[src/rtl/cpu_pkg.sv]
// Shared CPU-side definitions: word width, requester indices, arbiter state.
package cpu_pkg;

  localparam int WORD    = 32;
  localparam int REQ_CPU = 0;
  localparam int REQ_EXT = 1;

  typedef enum logic [1:0] {
    IDLE   = 2'd0,
    ACCESS = 2'd1,
    RESP   = 2'd2
  } arb_state_t;

  // Control part of the transaction captured at the IDLE sample.
  typedef struct packed {
    logic idx;
    logic we;
  } arb_txn_t;

endpackage

[src/rtl/dmem_arbiter_rr_pick2.sv]
// Two-way round-robin picker; prio only matters when both requesters want in.
module rr_pick2
  import cpu_pkg::*;
(
  input  logic [1:0] req,
  input  logic       prio,
  output logic       gnt_valid,
  output logic       gnt_idx
);

  // Lone requester wins outright; a tie goes to the priority pointer.
  always_comb begin
    gnt_valid = |req;
    if (req[REQ_CPU] && req[REQ_EXT]) gnt_idx = prio;
    else                              gnt_idx = req[REQ_EXT];
  end

endmodule

[src/rtl/dmem_arbiter.sv]
// Shares the single dmem port between the CPU (0) and an external master (1).
// Each grant runs IDLE -> ACCESS -> RESP; ack and rdata are registered.
module dmem_arbiter
  import cpu_pkg::*;
#(
  parameter int WORD = cpu_pkg::WORD,
  parameter int AW   = 8
) (
  input  logic            clk,
  input  logic            rst_n,
  input  logic [1:0]      req,
  input  logic [1:0]      we,
  input  logic [WORD-1:0] addr0,
  input  logic [WORD-1:0] addr1,
  input  logic [WORD-1:0] wdata0,
  input  logic [WORD-1:0] wdata1,
  output logic [1:0]      ack,
  output logic [WORD-1:0] rdata,
  output logic            mem_we,
  output logic [AW-1:0]   mem_addr,
  output logic [WORD-1:0] mem_wdata,
  input  logic [WORD-1:0] mem_rdata,
  output logic            busy
);

  arb_state_t      state_q, state_d;
  logic            prio_q;
  arb_txn_t        txn_q;
  logic [AW-1:0]   addr_q;
  logic [WORD-1:0] wdata_q;
  logic [1:0]      ack_q;
  logic [WORD-1:0] rdata_q;
  logic            gnt_valid, gnt_idx;

  // Byte-offset and upper address bits never reach the memory.
  logic unused_addr_bits;
  assign unused_addr_bits = ^{addr0[WORD-1:AW+2], addr0[1:0],
                              addr1[WORD-1:AW+2], addr1[1:0]};

  rr_pick2 u_pick (
    .req      (req),
    .prio     (prio_q),
    .gnt_valid(gnt_valid),
    .gnt_idx  (gnt_idx)
  );

  // State register.
  always_ff @(posedge clk or negedge rst_n) begin
    if (!rst_n) state_q <= IDLE;
    else        state_q <= state_d;
  end

  // Next state: fixed three-cycle walk once a request is seen in IDLE.
  always_comb begin
    state_d = state_q;
    case (state_q)
      IDLE:    if (gnt_valid) state_d = ACCESS;
      ACCESS:  state_d = RESP;
      RESP:    state_d = IDLE;
      default: state_d = IDLE;
    endcase
  end

  // Memory-side decode from registered state only; quiet outside ACCESS so
  // a reset that lands mid-ACCESS suppresses the write immediately.
  always_comb begin
    mem_we    = 1'b0;
    mem_addr  = '0;
    mem_wdata = '0;
    if (state_q == ACCESS) begin
      mem_we    = txn_q.we;
      mem_addr  = addr_q;
      mem_wdata = wdata_q;
    end
    busy  = (state_q != IDLE);
    ack   = ack_q;
    rdata = rdata_q;
  end

  // Transaction latch, priority pointer, registered ack pulse and read data.
  always_ff @(posedge clk or negedge rst_n) begin
    if (!rst_n) begin
      prio_q  <= 1'b0;
      txn_q   <= '0;
      addr_q  <= '0;
      wdata_q <= '0;
      ack_q   <= '0;
      rdata_q <= '0;
    end else begin
      ack_q <= '0;
      case (state_q)
        IDLE: if (gnt_valid) begin
          txn_q.idx <= gnt_idx;
          txn_q.we  <= we[gnt_idx];
          addr_q    <= gnt_idx ? addr1[AW+1:2] : addr0[AW+1:2];
          wdata_q   <= gnt_idx ? wdata1 : wdata0;
          prio_q    <= ~gnt_idx;
        end
        ACCESS: begin
          ack_q[txn_q.idx] <= 1'b1;
          if (!txn_q.we) rdata_q <= mem_rdata;
        end
        default: ;
      endcase
    end
  end

endmodule
[config.mk]
export PLATFORM = sky130hd
export DESIGN_NAME = dmem_arbiter
export DESIGN_NICKNAME = d
export VERILOG_FILES = /design/src/rtl/cpu_pkg.sv /design/src/rtl/dmem_arbiter_rr_pick2.sv /design/src/rtl/dmem_arbiter.sv
export SDC_FILE = /design/constraint.sdc
export NUM_CORES = 1
export LEC_CHECK = 0
export BUFFER_PORTS_ARGS = -buffer_cell sky130_fd_sc_hd__buf_2
export CORE_MARGIN = 4
export CORE_UTILIZATION = 40
export CTS_BUF_LIST = sky130_fd_sc_hd__clkbuf_4
export DETAILED_ROUTE_END_ITERATION = 10
export GPL_TIMING_DRIVEN = 1
export PLACE_DENSITY = 0.75
export SLEW_MARGIN = 0
export SYNTH_ARGS = -nofsm -noshare
export SYNTH_HDL_FRONTEND = slang
export SYNTH_SLANG_ARGS = --single-unit
[constraint.sdc]
create_clock -name clk -period 1.4 [get_ports clk]
set_input_delay 0.28 -clock clk [delete_from_list [all_inputs] [get_ports clk]]
set_output_delay 0.28 -clock clk [all_outputs]
set_load 0.05 [all_outputs]
# Word level (Yosys, flattened, before mapping)
# Cells that the tools add are included.
# op_classes
n_shift,0
muxes,13
div,0
add_sub_neg,0
bitwise,2
order_cmp,3
n_reduce_logical,7
n_eq_ne,2
n_mul,0
# op_table
cell,n
2-to-1 mux 32 bit,2
2-to-1 mux 8 bit,2
2-to-1 mux 1 bit,5
less-than comparator 1 x 2 -> 1 bit (second input constant),2
2-to-1 mux 2 bit,2
one-hot mux 2 bit (2 select lines),1
AND reduction 2 bit,2
equality test 2 x 1 -> 1 bit (second input constant),1
logical AND 1 bit,2
logical NOT 2 bit,1
!= test 2 bit (second input constant),1
inverter 1 bit,2
nonzero test 2 bit,1
OR reduction 2 bit,1
demux 1 bit (select 1 bit),1
greater-or-equal comparator 1 bit (second input constant),1
# word_totals
elab_cells,35
latchBits,0
memories,0
ramBits,0
inputBits,166
romBits,0
regBits,79

# Longest topological paths before layout
# Gate-level depths: netlist of the first run.
# depth
word_depth,5
depth_mapped,7

# Cells and area by module
# A second synthesis of the first run with hierarchy kept.
# unflattened
cells_unflattened,263
hier_area_um2,3778.6
# modules_own_cells
mod,instances,seq_area_each_um2,area_per_inst_um2,cells_each
dmem_arbiter,1,1976.9,3761.1,260
rr_pick2,1,0.0,17.5,3

# Worst setup path after synthesis of the first run
# No wires, ideal clock.
# synth_timing
path_type,reg-to-output
from,register state_q[1]
to,output port mem_wdata[19]
n_path_buf,1
arrival_time_ps,1273
path_stages_with_launch,5
path_slack_ps,-153
path_cell_list,dfrtp_1 -> nand2b_1 -> inv_2 -> clkbuf_1 -> and2_1
# synth_via
elab_chain_cells,2
# synth_lines
item,line_no,rtl
start: declaration,dmem_arbiter.sv:26,"arb_state_t state_q, state_d;"
start signal: assignment,dmem_arbiter.sv:50,else state_q <= state_d;
equality test 2 x 1 -> 1 bit,dmem_arbiter.sv:70,if (state_q == ACCESS) begin
2-to-1 mux 32 bit,dmem_arbiter.sv:70,
end: declaration,dmem_arbiter.sv:21,"output logic [WORD-1:0] mem_wdata,"
# No other way between the ends.

# Final worst setup path of the first run
# layout_timing
from,register state_q[0]
to,output port mem_wdata[18]
# The elaborated chain is that of the path after synthesis.

==> impl_metrics.env, run 1 <==
export IMPL_status="complete, but fails checks"
export IMPL_violations="negative setup slack"
export IMPL_reg2reg_to="rdata[18]"
export IMPL_portBuffers=193
export IMPL_cts_buffers=9
export IMPL_final_setup_viol_count=117
export IMPL_seq_area_frac_synth_pct=49.6
export IMPL_crit_required_ps=1120
export IMPL_grt_setup_unrepaired="true"
export IMPL_syn_inst=371
export IMPL_final_core_util_pct=66.8
export IMPL_vias=3897
export IMPL_drt_iter0_drc=276
export IMPL_maxCapViolations=0
export IMPL_numClockSinks=79
export IMPL_htree_levels=3
export IMPL_hold_viol=0
export IMPL_fillers=756
export IMPL_core_area_um2=9730
export IMPL_grt_pass1_vias=3910
export IMPL_track_usage_pct=21.9
export IMPL_route_antenna_remaining_nets=0
export IMPL_drive_gt1_share_pct=63.7
export IMPL_ioPinCount=242
export IMPL_die_w_um=108
export IMPL_fmaxAchievable_mhz=555
export IMPL_yosysWarnings=0
export IMPL_wire_per_inst_um=19.3
export IMPL_crit_chain="nand2b_4 -> clkinv_8 -> clkbuf_16 -> and2_4 -> buf_8"
export IMPL_viasPerCell=5.41
export IMPL_route_detailed_drc=0
export IMPL_leakagePower_nw=2.96
export IMPL_cp_start_kind="flip-flop"
export IMPL_drv_slew=0
export IMPL_synthTopCellsByArea="dfrtp_1 (50%), a31oi_2 (12%), mux2_1 (9.0%)"
export IMPL_place_congestion=0.757
export IMPL_slew_headroom_pct=76.1
export IMPL_cts_buffer_depth=2
export IMPL_cts_tree="yes"
export IMPL_crit_arrival_ps=1520
export IMPL_hold_start="mem_rdata[22]"
export IMPL_clock_skew_ps=10.8
export IMPL_finalSetupTns_ps=-32160
export IMPL_r2r_start="state_q[1]"
export IMPL_layout_common_cells="buf_2 (132), dfrtp_1 (79), buf_8 (43)"
export IMPL_end_kind="output port"
export IMPL_rr_worst_depth=8
export IMPL_netlist_area_leader_share_pct=49.6
export IMPL_synth_seq_cells=79
export IMPL_layout_nets=747
export IMPL_cts_root_buf="clkbuf_4"
export IMPL_ys_types=18
export IMPL_ir_drop_uv=1600
export IMPL_start_util_pct=41.0
export IMPL_rows=36
export IMPL_synth_area_um2=3990
export IMPL_dr_pass1_iters=5
export IMPL_min_period_ps=1800
export IMPL_grt_pass1_wl_mm=19.9
export IMPL_hpwl_mm=8.28
export IMPL_post_place_ws_ps=-113
export IMPL_min_delay_path_class="primary input to flip-flop"
export IMPL_syn_mean_instance_area_um2=10.8
export IMPL_antenna_found_initial=1
export IMPL_power_density_nw_per_um2=2870
export IMPL_reg2reg_setup_slack_ps=-330
export IMPL_period_share_pct=129
export IMPL_cpMaxStageDelayCell="dfrtp_1"
export IMPL_clk_pin_slew_worst_paths_ps=140
export IMPL_tightest_slew_ps=358
export IMPL_worst_slack_ps=-401
export IMPL_cp_max_fo=7
export IMPL_cpPeakStageDelay_ps=430
export IMPL_area_growth_pct=63.0
export IMPL_clk_latency_ps=420
export IMPL_grt_overflow=0
export IMPL_worstSetupPathType="flip-flop to output port"
export IMPL_yosys_area_top_type="dfrtp_1"
export IMPL_grt_max_degree=44
export IMPL_totalWireLength_mm=13.9
export IMPL_fp_dieArea_um2=11600
export IMPL_cp_startpoint="state_q[0]"
export IMPL_syn_nets=537
export IMPL_cp_endpoint="mem_wdata[18]"
export IMPL_layout_commonest_cell="buf_2"
export IMPL_die_height_um=108
cells in the mapped netlist:
library cell  number
buf_2              4
and2_1            42
mux2_1            32
dfrtp_1           79
inv_2              2
inv_1              2
nand3_1           41
or2_1              1
clkbuf_1          29
a21oi_1           42
nor2_1             4
a31oi_1            4
o21ai_0           41
nand2b_1           2
o32ai_2            1
a31oi_2           38
buf_6              6
nor2b_1            1
layer usage:
layer | routed length [um] | GRT usage [%] | vias to the layer above
met5 | 0 | 0 | -
met4 | 342 | 7.39 | 0
met3 | 1030 | 4.32 | 27
met1 | 5590 | 26.7 | 1915
li1 | - | - | 1763
met2 | 6950 | 38.4 | 192
per-stage QoR:
stage	std cells	instance area [um2]	power, mW	hold slack [ps]
floorplan	371	4050	11.0	-15.6
global placement	681	5300	13.2	215
detailed placement	681	5300	13.4	218
CTS	708	6100	17.0	58.6
global route	720	6500	19.5	54.5
finish	720	6500	18.7	83.6
worst min-delay path by stage:
stage,end,depth (start not counted)
global route,rdata[1],2
floorplan,ack[0],0
CTS,rdata[5],2
finish,rdata[22],2
detailed placement,wdata_q[17],1
global placement,wdata_q[17],1
repair_timing:
item | CTS | global route
pin swaps | 3 | 40
hold buffers | 1 | 0
gates cloned | 3 | 10
gates resized for setup | 151 | 86
endpoints found under the hold margin | 22 | 0
setup buffers | 8 | 4
endpoints found under the setup margin | 74 | 134
critical path, delay by kind of cell (launching register included):
kind / cells / cell delay [ps]
buffers and inverters: 3 / 400
flip-flops: 1 / 430
AND/OR/NAND/NOR: 2 / 260
flip-flops by register name (all words and copies together), names as in the netlist:
register  count
ack           2
addr_q        8
prio_q        1
rdata        32
state_q       2
txn_q         2
wdata_q      32
power by group:
| group | switching (mW) | internal, mW |
|---|---|---|
| Sequential | 0.698 | 3.45 |
| Clock | 0.843 | 0.578 |
| Combinational | 7.27 | 5.85 |
| Total | 8.81 | 9.88 |
cells by family after synthesis:
kind of cell | share of synthesized area (%)
buffers and inverters | 5.30
AOI/OAI and AO/OA | 23.4
muxes | 9.03
DFF | 49.6
and+or+nand+nor | 12.7
layout make-up:
| class | count | area (um2) | area share [%] |
|---|---|---|---|
| clock inverter | 6 | 68.8 | 1.06 |
| tap | 133 | 166 | 2.56 |
| inverter | 4 | 27.5 | 0.423 |
| antenna | 1 | 2.50 | 0.0385 |
| sequential | 79 | 1980 | 30.4 |
| clock buffer | 10 | 75.1 | 1.15 |
| multi-input combinational | 249 | 2050 | 31.5 |
| timing repair buffer | 238 | 2130 | 32.8 |
Note: power is estimated with default switching activity, not from simulation.
==> run 2, diff against run 1 <==
--- a/config.mk
+++ b/config.mk
@@ -6,11 +6,13 @@
 export NUM_CORES = 1
 export LEC_CHECK = 0
 export BUFFER_PORTS_ARGS = -buffer_cell sky130_fd_sc_hd__buf_2
+export CAP_MARGIN = 10
 export CORE_MARGIN = 4
 export CORE_UTILIZATION = 40
 export CTS_BUF_LIST = sky130_fd_sc_hd__clkbuf_4
 export DETAILED_ROUTE_END_ITERATION = 10
 export GPL_TIMING_DRIVEN = 1
+export HOLD_SLACK_MARGIN = 0.1
 export PLACE_DENSITY = 0.75
 export SLEW_MARGIN = 0
 export SYNTH_ARGS = -nofsm -noshare
==> run 2 against run 1 <==
  * The run still ends with negative setup slack left
  * Sequential share of layout area down 1.4 points
  * Maximum frequency down 0.45%
  * Non-clock buffer count up 33
  * Via count up 3.6%
  * Worst setup slack worse by 8.2 ps
  * Cell count up 4.7%
  * Critical path depth unchanged
  * Cell area up 4.8%
  * Clock-buffer cell count unchanged
  * Worst hold slack better by 51 ps
  * Flip-flop and latch count unchanged
  * Largest cell class unchanged
==> impl_metrics.env, run 2 (synthesis gave the netlist of run 1 again) <==
export IMPL_final_cells=754
export IMPL_crit_required_ps=1120
export IMPL_vias=4039
export IMPL_grt_pass1_wl_mm=21.7
export IMPL_min_period_ps=1810
export IMPL_viasPerCell=5.36
export IMPL_track_usage_pct=23.9
export IMPL_status="complete, but fails checks"
export IMPL_final_area_um2=6810
export IMPL_whs_ps=134
export IMPL_drt_iter0_drc=227
export IMPL_crit_arrival_ps=1530
export IMPL_finalSetupTns_ps=-31930
export IMPL_wire_per_inst_um=20.2
export IMPL_portBuffers=193
export IMPL_fmaxAchievable_mhz=553
export IMPL_final_setup_viol_count=117
export IMPL_rows=36
export IMPL_ioPinCount=242
export IMPL_route_detailed_drc=0
export IMPL_cts_buffer_depth=2
export IMPL_hold_viol=0
export IMPL_slew_headroom_pct=75.3
export IMPL_tightest_slew_ps=370
export IMPL_clock_skew_ps=17.2
export IMPL_cts_buffers=9
export IMPL_post_place_ws_ps=-113
export IMPL_end_kind="output port"
export IMPL_leakagePower_nw=3.09
export IMPL_grt_setup_unrepaired="true"
export IMPL_layout_commonest_cell="buf_2"
export IMPL_min_delay_path_class="primary input to flip-flop"
export IMPL_worstSetupPathType="flip-flop to output port"
export IMPL_start_util_pct=41.0
export IMPL_fp_dieArea_um2=11600
export IMPL_ir_drop_uv=1500
export IMPL_numClockSinks=79
export IMPL_die_w_um=108
export IMPL_placed_area_um2=5300
export IMPL_clk_latency_ps=420
export IMPL_violations="negative setup slack"
export IMPL_grt_pass1_vias=4210
export IMPL_cp_max_fo=7
export IMPL_route_antenna_remaining_nets=0
export IMPL_dr_pass1_iters=4
export IMPL_cts_root_buf="clkbuf_4"
export IMPL_antenna_found_initial=2
export IMPL_place_congestion=0.757
export IMPL_hpwl_mm=8.28
export IMPL_dp_cells=681
export IMPL_layout_common_cells="buf_2 (123), dfrtp_1 (79), a21oi_1 (42)"
export IMPL_grt_max_degree=44
export IMPL_clk_pin_slew_worst_paths_ps=150
export IMPL_worst_slack_ps=-409
export IMPL_area_growth_pct=70.7
export IMPL_grt_overflow=0
export IMPL_finalPower_mw=18.8
export IMPL_htree_levels=3
export IMPL_core_area_um2=9730
export IMPL_drive_gt1_share_pct=60.1
export IMPL_cp_start_kind="flip-flop"
export IMPL_maxCapViolations=0
export IMPL_drv_slew=0
export IMPL_power_density_nw_per_um2=2770
export IMPL_totalWireLength_mm=15.2
export IMPL_period_share_pct=129
export IMPL_die_height_um=108
export IMPL_cts_tree="yes"
export IMPL_final_core_util_pct=70.0
export IMPL_layout_nets=780
run 2: worst paths after layout:
kind,startpoint,endpoint,slack (ps),cells past startpoint
worst max-delay path,state_q[1],mem_wdata[8],-410,5
worst min-delay path,wdata0[17],wdata_q[17],130,3
worst max register to register,state_q[1],rdata[17],-340,8
worst min register to register,txn_q[1],ack[0],440,1
max in group asynchronous,rst_n,rdata[13],580,3
min in group asynchronous,rst_n,wdata_q[17],300,2
run 2: power by group:
part | internal (mW) | switching [mW] | total [mW] | leakage (nW)
clock | 0.578 | 0.842 | 1.42 | 0.0774
sequential | 3.45 | 0.759 | 4.21 | 0.913
combinational | 5.86 | 7.36 | 13.2 | 2.10
total | 9.89 | 8.96 | 18.8 | 3.09
run 2: worst max-delay path, stage by stage (launching register included):
cell and delay, ps:
dfrtp_1 400, nand2b_4 170, inv_8 90, clkbuf_16 160, and2_4 160, buf_8 140
run 2: repair_timing:
item                                    CTS  global route
gates cloned                              3            10
hold buffers                             34             0
resized for setup                       151            78
pin swaps                                 3            20
endpoints found under the hold margin   112             0
setup buffers                             8             4
endpoints found under the setup margin   74           143
run 2: area by class of cell:
class	count	area [um2]
diodes	2	5.00
clock buffers	10	75.1
clock inverters	6	68.8
fillers	702	2920
inverters	4	22.5
multi-input cells	249	2030
flip-flops and latches	79	1980
well taps	133	166
repair buffers	271	2460
run 2: layer usage:
metal  GRT usage (%)  up-vias  wire length (um)
met2            42.2      192              7570
li1                -     1827                 -
met3            5.88       40              1250
met5               0        -                 0
met4            9.02        0               425
met1            27.9     1980              6000
